--- config.mk ---
export PLATFORM = sky130hd
export DESIGN_NAME = bnn_class_scheduler
export DESIGN_NICKNAME = d
export VERILOG_FILES = /design/src/rtl/bnn_pkg.sv /design/src/rtl/xnor_popcount.sv /design/src/rtl/bnn_class_scheduler.sv
export SDC_FILE = /design/constraint.sdc
export NUM_CORES = 1
export LEC_CHECK = 0
export CELL_PAD_IN_SITES_DETAIL_PLACEMENT = 2
export CELL_PAD_IN_SITES_GLOBAL_PLACEMENT = 2
export CORE_AREA = 4 4 362 364
export DETAILED_ROUTE_END_ITERATION = 7
export DIE_AREA = 0 0 366 368
export PLACE_DENSITY = 0.6
export SYNTH_ARGS = -nofsm -noshare
export SYNTH_HDL_FRONTEND = slang
export SYNTH_SLANG_ARGS = --single-unit
--- constraint.sdc ---
create_clock -name clk -period 5.3 [get_ports clk]
set_input_delay 0.53 -clock clk [delete_from_list [all_inputs] [get_ports clk]]
set_output_delay 0.53 -clock clk [all_outputs]
set_load 0.01 [all_outputs]
--- src/rtl/bnn_pkg.sv ---
// -----------------------------------------------------------------------------
// bnn_pkg
// Shared constants and types for the BNN output-layer class scheduler.
//   IMG_BITS     flattened image width
//   CHUNK_W      bits compared per cycle (weight ROM word width)
//   NUM_CLASSES  number of output classes
//   CLASS_W      class index / result width
//   derived      NUM_CHUNKS, SCORE_W, ADDR_W, CHUNK_IDX_W, POP_W
//   sched_state_t  scheduler FSM states
// -----------------------------------------------------------------------------
package bnn_pkg;

   localparam int IMG_BITS    = 904;
   localparam int CHUNK_W     = 8;
   localparam int NUM_CLASSES = 10;
   localparam int CLASS_W     = 4;

   localparam int NUM_CHUNKS  = (IMG_BITS + CHUNK_W - 1) / CHUNK_W;
   localparam int SCORE_W     = $clog2(IMG_BITS + 1);
   localparam int ADDR_W      = $clog2(NUM_CLASSES * NUM_CHUNKS);
   // Chunk counter runs one past the last chunk on the final FETCH cycle.
   localparam int CHUNK_IDX_W = $clog2(NUM_CHUNKS + 1);
   localparam int POP_W       = $clog2(CHUNK_W + 1);

   typedef enum logic [2:0] {
      IDLE  = 3'd0,
      FETCH = 3'd1,
      DRAIN = 3'd2,
      CMP   = 3'd3,
      DONE  = 3'd4
   } sched_state_t;

endpackage

--- src/rtl/xnor_popcount.sv ---
// -----------------------------------------------------------------------------
// xnor_popcount
// Combinational XNOR-popcount of one image chunk against one weight word.
// Masked-off bits (padding beyond the image) never contribute.
//   img_chunk_i  in   W          image bits of the chunk
//   w_data_i     in   W          weight ROM word
//   mask_i       in   W          1 = bit is part of the image
//   count_o      out  POP_W      number of matching, unmasked bits
// -----------------------------------------------------------------------------
module xnor_popcount #(
   parameter int W     = 8,
   parameter int POP_W = $clog2(W + 1)
) (
   input  logic [W-1:0]     img_chunk_i,
   input  logic [W-1:0]     w_data_i,
   input  logic [W-1:0]     mask_i,
   output logic [POP_W-1:0] count_o
);

   logic [W-1:0] match;

   genvar gi;
   generate
      for (gi = 0; gi < W; gi++) begin : g_match
         assign match[gi] = ~(img_chunk_i[gi] ^ w_data_i[gi]) & mask_i[gi];
      end
   endgenerate

   always_comb begin
      count_o = '0;
      for (int i = 0; i < W; i++) begin
         count_o = count_o + POP_W'(match[i]);
      end
   end

endmodule

--- src/rtl/bnn_class_scheduler.sv ---
// -----------------------------------------------------------------------------
// bnn_class_scheduler
// Runs BNN output-layer inference over one shared XNOR-popcount datapath:
// for every class it streams weight-ROM chunks against the image, sums the
// popcounts and keeps the running argmax; the winner is reported with a
// one-cycle result_ready pulse.
//   clk           in   1          system clock
//   rst_n         in   1          asynchronous active-low reset
//   start         in   1          begin inference (sampled only in IDLE)
//   clear         in   1          synchronous abort/clear, beats start
//   img_in        in   IMG_BITS   image, stable while busy
//   w_addr        out  ADDR_W     weight ROM address = class*NUM_CHUNKS+chunk
//   w_rd_en       out  1          weight ROM read strobe
//   w_data        in   CHUNK_W    ROM data, one cycle after w_rd_en
//   busy          out  1          inference in progress
//   result_ready  out  1          one-cycle pulse, result/score valid
//   result_out    out  CLASS_W    argmax class (held)
//   score_out     out  SCORE_W    winning score (held)
// -----------------------------------------------------------------------------
module bnn_class_scheduler
   import bnn_pkg::*;
(
   input  logic                clk,
   input  logic                rst_n,
   input  logic                start,
   input  logic                clear,
   input  logic [IMG_BITS-1:0] img_in,
   output logic [ADDR_W-1:0]   w_addr,
   output logic                w_rd_en,
   input  logic [CHUNK_W-1:0]  w_data,
   output logic                busy,
   output logic                result_ready,
   output logic [CLASS_W-1:0]  result_out,
   output logic [SCORE_W-1:0]  score_out
);

   sched_state_t state_q, state_d;

   logic [CLASS_W-1:0]     class_q, class_d;
   logic [CHUNK_IDX_W-1:0] chunk_q, chunk_d;
   logic [CHUNK_IDX_W-1:0] pend_chunk_q, pend_chunk_d;
   logic [ADDR_W-1:0]      base_q, base_d;
   logic [ADDR_W-1:0]      last_addr_q, last_addr_d;
   logic [SCORE_W-1:0]     acc_q, acc_d;
   logic [SCORE_W-1:0]     best_q, best_d;
   logic [CLASS_W-1:0]     best_idx_q, best_idx_d;
   logic [CLASS_W-1:0]     result_q, result_d;
   logic [SCORE_W-1:0]     score_q, score_d;
   logic                   valid_q, valid_d;

   logic [ADDR_W-1:0]      cur_addr;
   logic                   last_chunk;
   logic                   last_class;
   logic                   take_new;

   logic [NUM_CHUNKS-1:0][CHUNK_W-1:0] img_chunks;
   logic [NUM_CHUNKS-1:0][CHUNK_W-1:0] mask_chunks;
   logic [CHUNK_W-1:0]                 img_chunk;
   logic [CHUNK_W-1:0]                 chunk_mask;
   logic [POP_W-1:0]                   pop;

   // ---------------------------------------------------------------------
   // Image slicing: chunk gi bit bi is image bit gi*CHUNK_W+bi. Bits past
   // the end of the image read as 0 and are masked out of the popcount.
   // ---------------------------------------------------------------------
   genvar gi, bi;
   generate
      for (gi = 0; gi < NUM_CHUNKS; gi++) begin : g_chunk
         for (bi = 0; bi < CHUNK_W; bi++) begin : g_bit
            if (gi * CHUNK_W + bi < IMG_BITS) begin : g_in
               assign img_chunks[gi][bi]  = img_in[gi*CHUNK_W+bi];
               assign mask_chunks[gi][bi] = 1'b1;
            end else begin : g_pad
               assign img_chunks[gi][bi]  = 1'b0;
               assign mask_chunks[gi][bi] = 1'b0;
            end
         end
      end
   endgenerate

   // The ROM answers one cycle late, so compare against the chunk issued
   // in the previous cycle, not the one being issued now.
   assign img_chunk  = img_chunks[pend_chunk_q];
   assign chunk_mask = mask_chunks[pend_chunk_q];

   xnor_popcount #(
      .W     (CHUNK_W),
      .POP_W (POP_W)
   ) u_xnor_popcount (
      .img_chunk_i (img_chunk),
      .w_data_i    (w_data),
      .mask_i      (chunk_mask),
      .count_o     (pop)
   );

   // base_q tracks class*NUM_CHUNKS incrementally, avoiding a multiplier.
   assign cur_addr   = base_q + ADDR_W'(chunk_q);
   assign last_chunk = (chunk_q == CHUNK_IDX_W'(NUM_CHUNKS - 1));
   assign last_class = (class_q == CLASS_W'(NUM_CLASSES - 1));
   // Strict > keeps the lower index on ties; class 0 always seeds best.
   assign take_new   = (class_q == '0) || (acc_q > best_q);

   // ---------------------------------------------------------------------
   // FSM: state register
   // ---------------------------------------------------------------------
   always_ff @(posedge clk or negedge rst_n) begin
      if (!rst_n) begin
         state_q <= IDLE;
      end else begin
         state_q <= state_d;
      end
   end

   // ---------------------------------------------------------------------
   // FSM: next-state logic
   // ---------------------------------------------------------------------
   always_comb begin
      state_d = state_q;
      if (clear) begin
         state_d = IDLE;
      end else begin
         case (state_q)
            IDLE:    if (start) state_d = FETCH;
            FETCH:   if (last_chunk) state_d = DRAIN;
            DRAIN:   state_d = CMP;
            CMP:     state_d = last_class ? DONE : FETCH;
            DONE:    state_d = IDLE;
            default: state_d = IDLE;
         endcase
      end
   end

   // ---------------------------------------------------------------------
   // FSM: outputs
   // ---------------------------------------------------------------------
   always_comb begin
      w_rd_en      = 1'b0;
      busy         = 1'b0;
      result_ready = 1'b0;
      case (state_q)
         FETCH:   begin w_rd_en = 1'b1; busy = 1'b1; end
         DRAIN:   busy = 1'b1;
         CMP:     busy = 1'b1;
         DONE:    result_ready = 1'b1;
         default: ;
      endcase
   end

   // Address is live while fetching and otherwise holds the last issued one.
   assign w_addr     = w_rd_en ? cur_addr : last_addr_q;
   assign result_out = result_q;
   assign score_out  = score_q;

   // ---------------------------------------------------------------------
   // Datapath: counters, accumulator, argmax and result registers
   // ---------------------------------------------------------------------
   always_comb begin
      class_d      = class_q;
      chunk_d      = chunk_q;
      pend_chunk_d = pend_chunk_q;
      base_d       = base_q;
      last_addr_d  = last_addr_q;
      best_d       = best_q;
      best_idx_d   = best_idx_q;
      result_d     = result_q;
      score_d      = score_q;
      valid_d      = 1'b0;
      // Any cycle after a read strobe folds the returned word in.
      acc_d        = valid_q ? (acc_q + SCORE_W'(pop)) : acc_q;

      if (clear) begin
         // Abort: discard in-flight ROM data and drop the held result.
         class_d      = '0;
         chunk_d      = '0;
         pend_chunk_d = '0;
         base_d       = '0;
         last_addr_d  = '0;
         acc_d        = '0;
         best_d       = '0;
         best_idx_d   = '0;
         result_d     = '0;
         score_d      = '0;
      end else begin
         case (state_q)
            IDLE: begin
               if (start) begin
                  class_d    = '0;
                  chunk_d    = '0;
                  base_d     = '0;
                  acc_d      = '0;
                  best_d     = '0;
                  best_idx_d = '0;
                  result_d   = '0;
                  score_d    = '0;
               end
            end
            FETCH: begin
               valid_d      = 1'b1;
               pend_chunk_d = chunk_q;
               chunk_d      = chunk_q + CHUNK_IDX_W'(1);
               last_addr_d  = cur_addr;
            end
            CMP: begin
               if (take_new) begin
                  best_d     = acc_q;
                  best_idx_d = class_q;
               end
               if (last_class) begin
                  // Publish now so the values are valid alongside the pulse.
                  result_d = take_new ? class_q : best_idx_q;
                  score_d  = take_new ? acc_q : best_q;
               end else begin
                  class_d = class_q + CLASS_W'(1);
                  base_d  = base_q + ADDR_W'(NUM_CHUNKS);
                  chunk_d = '0;
                  acc_d   = '0;
               end
            end
            default: ;
         endcase
      end
   end

   always_ff @(posedge clk or negedge rst_n) begin
      if (!rst_n) begin
         class_q      <= '0;
         chunk_q      <= '0;
         pend_chunk_q <= '0;
         base_q       <= '0;
         last_addr_q  <= '0;
         acc_q        <= '0;
         best_q       <= '0;
         best_idx_q   <= '0;
         result_q     <= '0;
         score_q      <= '0;
         valid_q      <= 1'b0;
      end else begin
         class_q      <= class_d;
         chunk_q      <= chunk_d;
         pend_chunk_q <= pend_chunk_d;
         base_q       <= base_d;
         last_addr_q  <= last_addr_d;
         acc_q        <= acc_d;
         best_q       <= best_d;
         best_idx_q   <= best_idx_d;
         result_q     <= result_d;
         score_q      <= score_d;
         valid_q      <= valid_d;
      end
   end

endmodule

==> flow_summary.toml <==
[clock_tree]
cts_buffer_depth = 2
clock_sinks = 82
clock_latency_ns = 0.37
cts_buffers = 9
hold_buffers = 0
root_buffer = "clkbuf_16"
cts_tree = "yes"
clk_pin_slew_ns = 0.07
cts_max_level = 3

[detailed_routing]
drc = 0
totalWireLength_um = 120300
num_vias = 15275
firstDrtPassIters = 4
dr.first_iter.drc_count = 649
ant_nets = 0
viasPerCell = 3.884
avgRoutedWirePerCell_um = 30.60

[power_and_ir_drop]
ir_worst_vdd_mv = 0.1450
leakage_nw = 9.274
power_density_nw_per_um2 = 110.6

[place]
placed_cells = 3858
post-dp-hpwl_um = 107000
gp_congestion = 0.9142
pre_cts_ws_ns = -1.745
portBuffers = 943

[global_routing]
antenna_found_initial = 43
track_usage = 0.1708
grt_remaining_overflow = 0
grt_pass1_wl_um = 157500
grt_start_max_net_pins = 56
grt_pass1_vias = 17216

[setup_path]
ff2ff_setup_slack_ns = -0.75
worstPathRequired_ns = 5.51
crit_slowest_cell = "dfrtp_4"
path_class = "register to register"
crit_path_max_fanout = 7
cp_num_buf_inv = 9
critPathTopFamily = "adder cells"
critPathLaunchType = "register"
cp_cell_sequence = "buf_8 > bufbuf_16 > mux4_2 > mux2i_2 > buf_4 > o2111ai_1 > a32oi_1 > buf_4 > xnor2_4 > fa_1 > fa_1 > inv_2 > fa_2 > inv_2 > fa_1 > buf_6 > fa_2 > nor2b_1 > o21a_1 > o21a_1 > buf_4 > buf_6 > xnor2_2 > nor2_1"
critPathCaptureType = "register"
cpPeakStageDelay_ns = 0.55
r2r_end = "acc_q[4]"
r2r_cells = 24
r2r-start = "pend_chunk_q[0]"
critPathArrivalTime_ns = 6.25

[floorplanning]
die_h_um = 368
rows = 131
dieArea_sq_um = 134700
core_area_sq_um = 127400
initial_core_util = 0.09405
ios = 944
die_x_um = 366

[sta]
final.setup.tns_ns = -5.405
grt_setup_unrepaired = "yes"
relSlewSlack = 0.2252
setup_ws_ns = -0.7469
whs_ns = 0.2527
final_max_slew_viol_count = 0
skew_ns = 0.008828
hold_viol_final = 0
setup_viol = 9
worst_slew_pin_slew_ns = 1.161
fin_crit_sh = 1.141
fin_crit_ns = 6.047
max_freq_mhz = 165.4

[final_layout]
syn2layout_area_growth_pct = 120.4
final_common_cell = "clkdlybuf4s50_1"
drive_gt1_frac = 0.2332
layout.nets = 3203
layout_common_cells = "clkdlybuf4s50_1, buf_4, mux4_2, mux2i_1, nand2_1"
final_cells = 3933
finish.utilization = 0.2073

[synthesis]
synthesis.instances = 1146
synthFlopType = "dfrtp_1"
synth_area_leaders = "mux4_2, dfrtp_1, mux2i_1"
yosysWarnings = 0
synth_cell_types = 66
synth_fp_nets = 2098
yosysSeqAreaShare = 0.1713
ys_async_sr_fraction = 1.000
ys_seq_elements = 82
syn_avg_cell_area_sq_um = 10.45
synth-edff-count = 0
synth_top_area_frac = 0.3065
synth_top_cell_by_area = "mux4_2"
synth_area_sq_um = 11980

[hold_path]
hold_path.class = "input port to async pin"

[run_status]
failed_checks = "negative setup slack"
outcome = "complete, but fails checks"

[flow_run]
drv_cap = 0
[what timing repair did]
action | in CTS | in global routing
gates resized for setup | 118 | 22
pin swaps | 22 | 7
gates cloned | 6 | 0
setup endpoints to repair | 10 | 9
setup buffers | 30 | 13
[logic make-up (layout without fill, tap and decap cells)]
| group | count (synthesis) | in the layout | share of synthesized area |
|---|---|---|---|
| XOR/XNOR | 34 | 34 | 0.02486 |
| adder cells (fa/ha/maj) | 36 | 36 | 0.04137 |
| buffers and inverters | 134 | 1244 | 0.05766 |
| other | 0 | 15 | 0 |
| multiplexers | 314 | 314 | 0.4372 |
| AO/OA/AOI/OAI | 279 | 279 | 0.1612 |
| AND/OR/NAND/NOR | 267 | 267 | 0.1064 |
| flip-flops | 82 | 82 | 0.1713 |
[sequential cells by signal, summed over array words and instances (netlist names)]
register / count
base_q: 11
last_addr_q: 11
acc_q: 10
best_q: 10
score_out: 10
chunk_q: 7
pend_chunk_q: 7
best_idx_q: 4
class_q: 4
result_out: 4
state_q: 3
valid_q: 1
[cell type report]
| cell class | instances | area [sq um] |
|---|---|---|
| antenna | 15 | 37.54 |
| clock buffer | 10 | 229.0 |
| clock inverter | 6 | 90.09 |
| fill | 14326 | 101000 |
| inverter | 33 | 126.4 |
| multi-input combinational | 930 | 9739 |
| sequential | 82 | 2063 |
| tap | 1662 | 2079 |
| timing repair buffer | 1195 | 12030 |
[per-layer routing]
layer	vias to the layer above	share of wire	GRT usage
met2	562	0.51	0.3110
li1	6834	-	-
met4	22	0.015	0.02241
met1	7778	0.41	0.2053
met5	-	0.0012	0
met3	79	0.062	0.04601
[worst register-to-register path: stages, from the launching register on]
cell and delay (ns):
dfrtp_4 0.55, buf_8 0.19, bufbuf_16 0.27, mux4_2 0.50, mux2i_2 0.24, buf_4 0.16, o2111ai_1 0.23, a32oi_1 0.30
buf_4 0.19, xnor2_4 0.13, fa_1 0.46, fa_1 0.51, inv_2 0.04, fa_2 0.35, inv_2 0.07, fa_1 0.42
buf_6 0.14, fa_2 0.36, nor2b_1 0.11, o21a_1 0.14, o21a_1 0.17, buf_4 0.13, buf_6 0.09, xnor2_2 0.10
nor2_1 0.05
[synth_stat cells, types with 2 or more instances]
cell type / number
mux4_2: 163
mux2i_1: 144
nand2_1: 103
dfrtp_1: 82
a22oi_1: 68
nor2_1: 52
a21oi_1: 46
buf_2: 41
o21ai_0: 41
inv_1: 31
clkbuf_1: 30
ha_1: 30
a22o_1: 28
nand3_1: 26
nor2b_1: 24
xnor2_1: 23
buf_4: 18
nor3_1: 18
a31oi_1: 15
a211oi_1: 12
xor2_1: 11
a2111oi_0: 10
o2111ai_1: 9
o22ai_1: 8
a21o_1: 7
a221oi_1: 7
buf_6: 7
nand4_1: 7
fa_1: 6
nand2b_1: 6
o21ai_1: 5
and2_1: 4
and3_1: 4
buf_1: 4
mux2_2: 4
nand3b_1: 4
o21a_1: 4
o21bai_1: 4
or2_2: 4
mux4_1: 3
nor3_2: 3
o31ai_1: 3
o211a_1: 2
o211ai_1: 2
or3_1: 2
[worst max path at each step]
stage	to	cells after the start	slack [ns]	start
floorplan	acc_q[7]	26	-0.05	pend_chunk_q[0]
global placement	acc_q[7]	27	-1.78	img_in[272]
detailed placement	acc_q[6]	26	-1.75	img_in[273]
CTS	acc_q[7]	26	-0.76	pend_chunk_q[0]
global route	acc_q[6]	27	-1.0	pend_chunk_q[1]
finish	acc_q[4]	24	-0.75	pend_chunk_q[0]
[power by group]
group	total [mW]	leakage, nW	switching, mW	internal, mW
sequential	0.651	1.13	0.0155	0.636
clock	0.713	0.153	0.298	0.415
combinational	1.56	7.99	0.546	1.01
[per-stage QoR]
stage | area (sq um) | power [mW]
after floorplan | 12090 | 1.109
after global placement | 24820 | 2.123
after detailed placement | 24820 | 2.138
after CTS | 26150 | 2.945
after global routing | 26370 | 3.090
final | 26400 | 2.921
Note: power is estimated with default switching activity, not from simulation.
==> patch, RTL diff (same flow settings) <==
Change the package constant `CLASS_W` from 4 to 3.
--- a/src/rtl/bnn_pkg.sv
+++ b/src/rtl/bnn_pkg.sv
@@ -14,5 +14,5 @@
    localparam int CHUNK_W     = 8;
    localparam int NUM_CLASSES = 10;
-   localparam int CLASS_W     = 4;
+   localparam int CLASS_W     = 3;
 
    localparam int NUM_CHUNKS  = (IMG_BITS + CHUNK_W - 1) / CHUNK_W;
Ports: changed (resized result_out); port bits go from 944 to 943. The function was not compared with the original's and may differ.
==> patch against the original RTL <==
The flow still finishes with violations (setup timing); synthesized area shrank 0.74%; maximum frequency down 1.5%; final area shrank 1.1%; setup slack got worse by 0.095 ns; sequential cell count down 3; wire length is 4.9% lower; count of clock-buffer cells in the layout is the same; total power is 41% higher; sequential power increased by 11%; clock skew shrank 0.0035 ns; sequential share of layout area fell by 0.18 points; critical path type unchanged; largest cell class unchanged.
==> patch: results (changes against the original RTL) <==
[run_status]
status = complete, but fails checks
violations = setup timing

[power]
p_seq_frac = 0.176  ; -0.047
p_sw_mw = 1.51  ; +75%
power.total_mw = 4.11  ; +41%
pwr-share-clk = 0.167  ; -0.077
powerDensity_nw_per_um2 = 157  ; +42%
ir_drop_mv = 0.153  ; +5.3%

[route]
dr_wl_met2_um = 63000  ; +3.2%
drt_iter0_markers = 597  ; -8.0%
wl_met3_um = 5270  ; -29%
finalWirelength_um = 114000  ; -4.9%

[synthesis]
avgSynthCellArea_um2 = 10.7  ; +2.2%
synth_mux_area_frac = 0.453  ; +0.0158
synth_fp_nets = 2065  ; -1.6%
synth_compound_area_frac = 0.152  ; -0.00890
synth_xor_xnor_area_share = 0.0243  ; -0.000551
ys_seq_area_frac = 0.166  ; -0.00503
synth_commonest_cells = 189 x mux4_2, 106 x mux2i_1, 97 x nand2_1

[sta]
setup_violations = 9  ; unchanged
fin_skew_ns = 0.00532  ; -0.00350 ns
setup_ws_ns = -0.841  ; -0.0946 ns

[placed_design]
port_buffers = 942  ; -0.11%
gpl.final_weighted_congestion = 0.877  ; -4.1%
dp_hpwl_um = 103000  ; -3.3%
place_ws_ns = -1.30  ; +0.445 ns

[global_route]
grt_pass1_wl_um = 152000  ; -3.6%
grt_start_max_net_pins = 52  ; -7.1%
grt_pass1_vias = 17054  ; -0.94%
grtUsageTotal = 0.163  ; -0.00796

[cells_and_area]
stdcell_count = 3885  ; -1.2%
drive_gt1_frac = 0.245  ; +0.0117
fill_cells = 14355  ; +0.20%
nets = 3165  ; -1.2%

[worst_setup_path]
slowest_delay_ns = 0.53  ; -0.02 ns
cp.arrival_ns = 6.43  ; +0.18 ns

-- patch: changes by cell type after synthesis, moves of 6 or more --
cell / before / now
a221oi_1: 7 / 18
a22o_1: 28 / 16
a31oi_1: 15 / 8
buf_2: 41 / 32
clkbuf_1: 30 / 42
mux2i_1: 144 / 106
mux4_2: 163 / 189
nand2_1: 103 / 97
nor3_1: 18 / 6
o2111ai_1: 9 / 3
o31ai_1: 3 / 15
xnor2_1: 23 / 17
-- patch: cell type report --
class / instances / area share
diodes: 5 / 0.000479
clock buffers: 10 / 0.00877
clock inverters: 6 / 0.00326
inverters: 33 / 0.00475
multi-input cells: 896 / 0.368
flip-flops and latches: 79 / 0.0764
well taps: 1662 / 0.0797
repair buffers: 1194 / 0.459
-- patch: worst paths after layout --
path / to / slack [ns] / start / cells after the start
setup / recovery: acc_q[6]$_DFF_PN0_ / -0.84 / pend_chunk_q[0]$_DFFE_PN0P_ / 29
hold / removal: result_out[1]$_DFFE_PN0P_ / 0.23 / rst_n / 1
setup reg to reg: acc_q[6]$_DFF_PN0_ / -0.84 / pend_chunk_q[0]$_DFFE_PN0P_ / 29
hold reg to reg: score_out[3]$_DFFE_PN0P_ / 0.49 / score_out[3]$_DFFE_PN0P_ / 2
max in group asynchronous: pend_chunk_q[0]$_DFFE_PN0P_ / 4.14 / rst_n / 2
min in group clk: score_out[3]$_DFFE_PN0P_ / 0.49 / score_out[3]$_DFFE_PN0P_ / 2
-- patch: what timing repair did --
item,4_1_cts,5_1_grt
gates resized for setup,68,10
setup buffers,35,2
hold buffers,0,0
pin swaps,20,7
gates cloned,3,0
setup endpoints to repair,10,9
-- patch: routing by layer --
layer	vias up	track usage
met1	7657	0.187
met5	-	0
met4	6	0.0132
met3	76	0.0279
li1	6689	-
met2	608	0.323
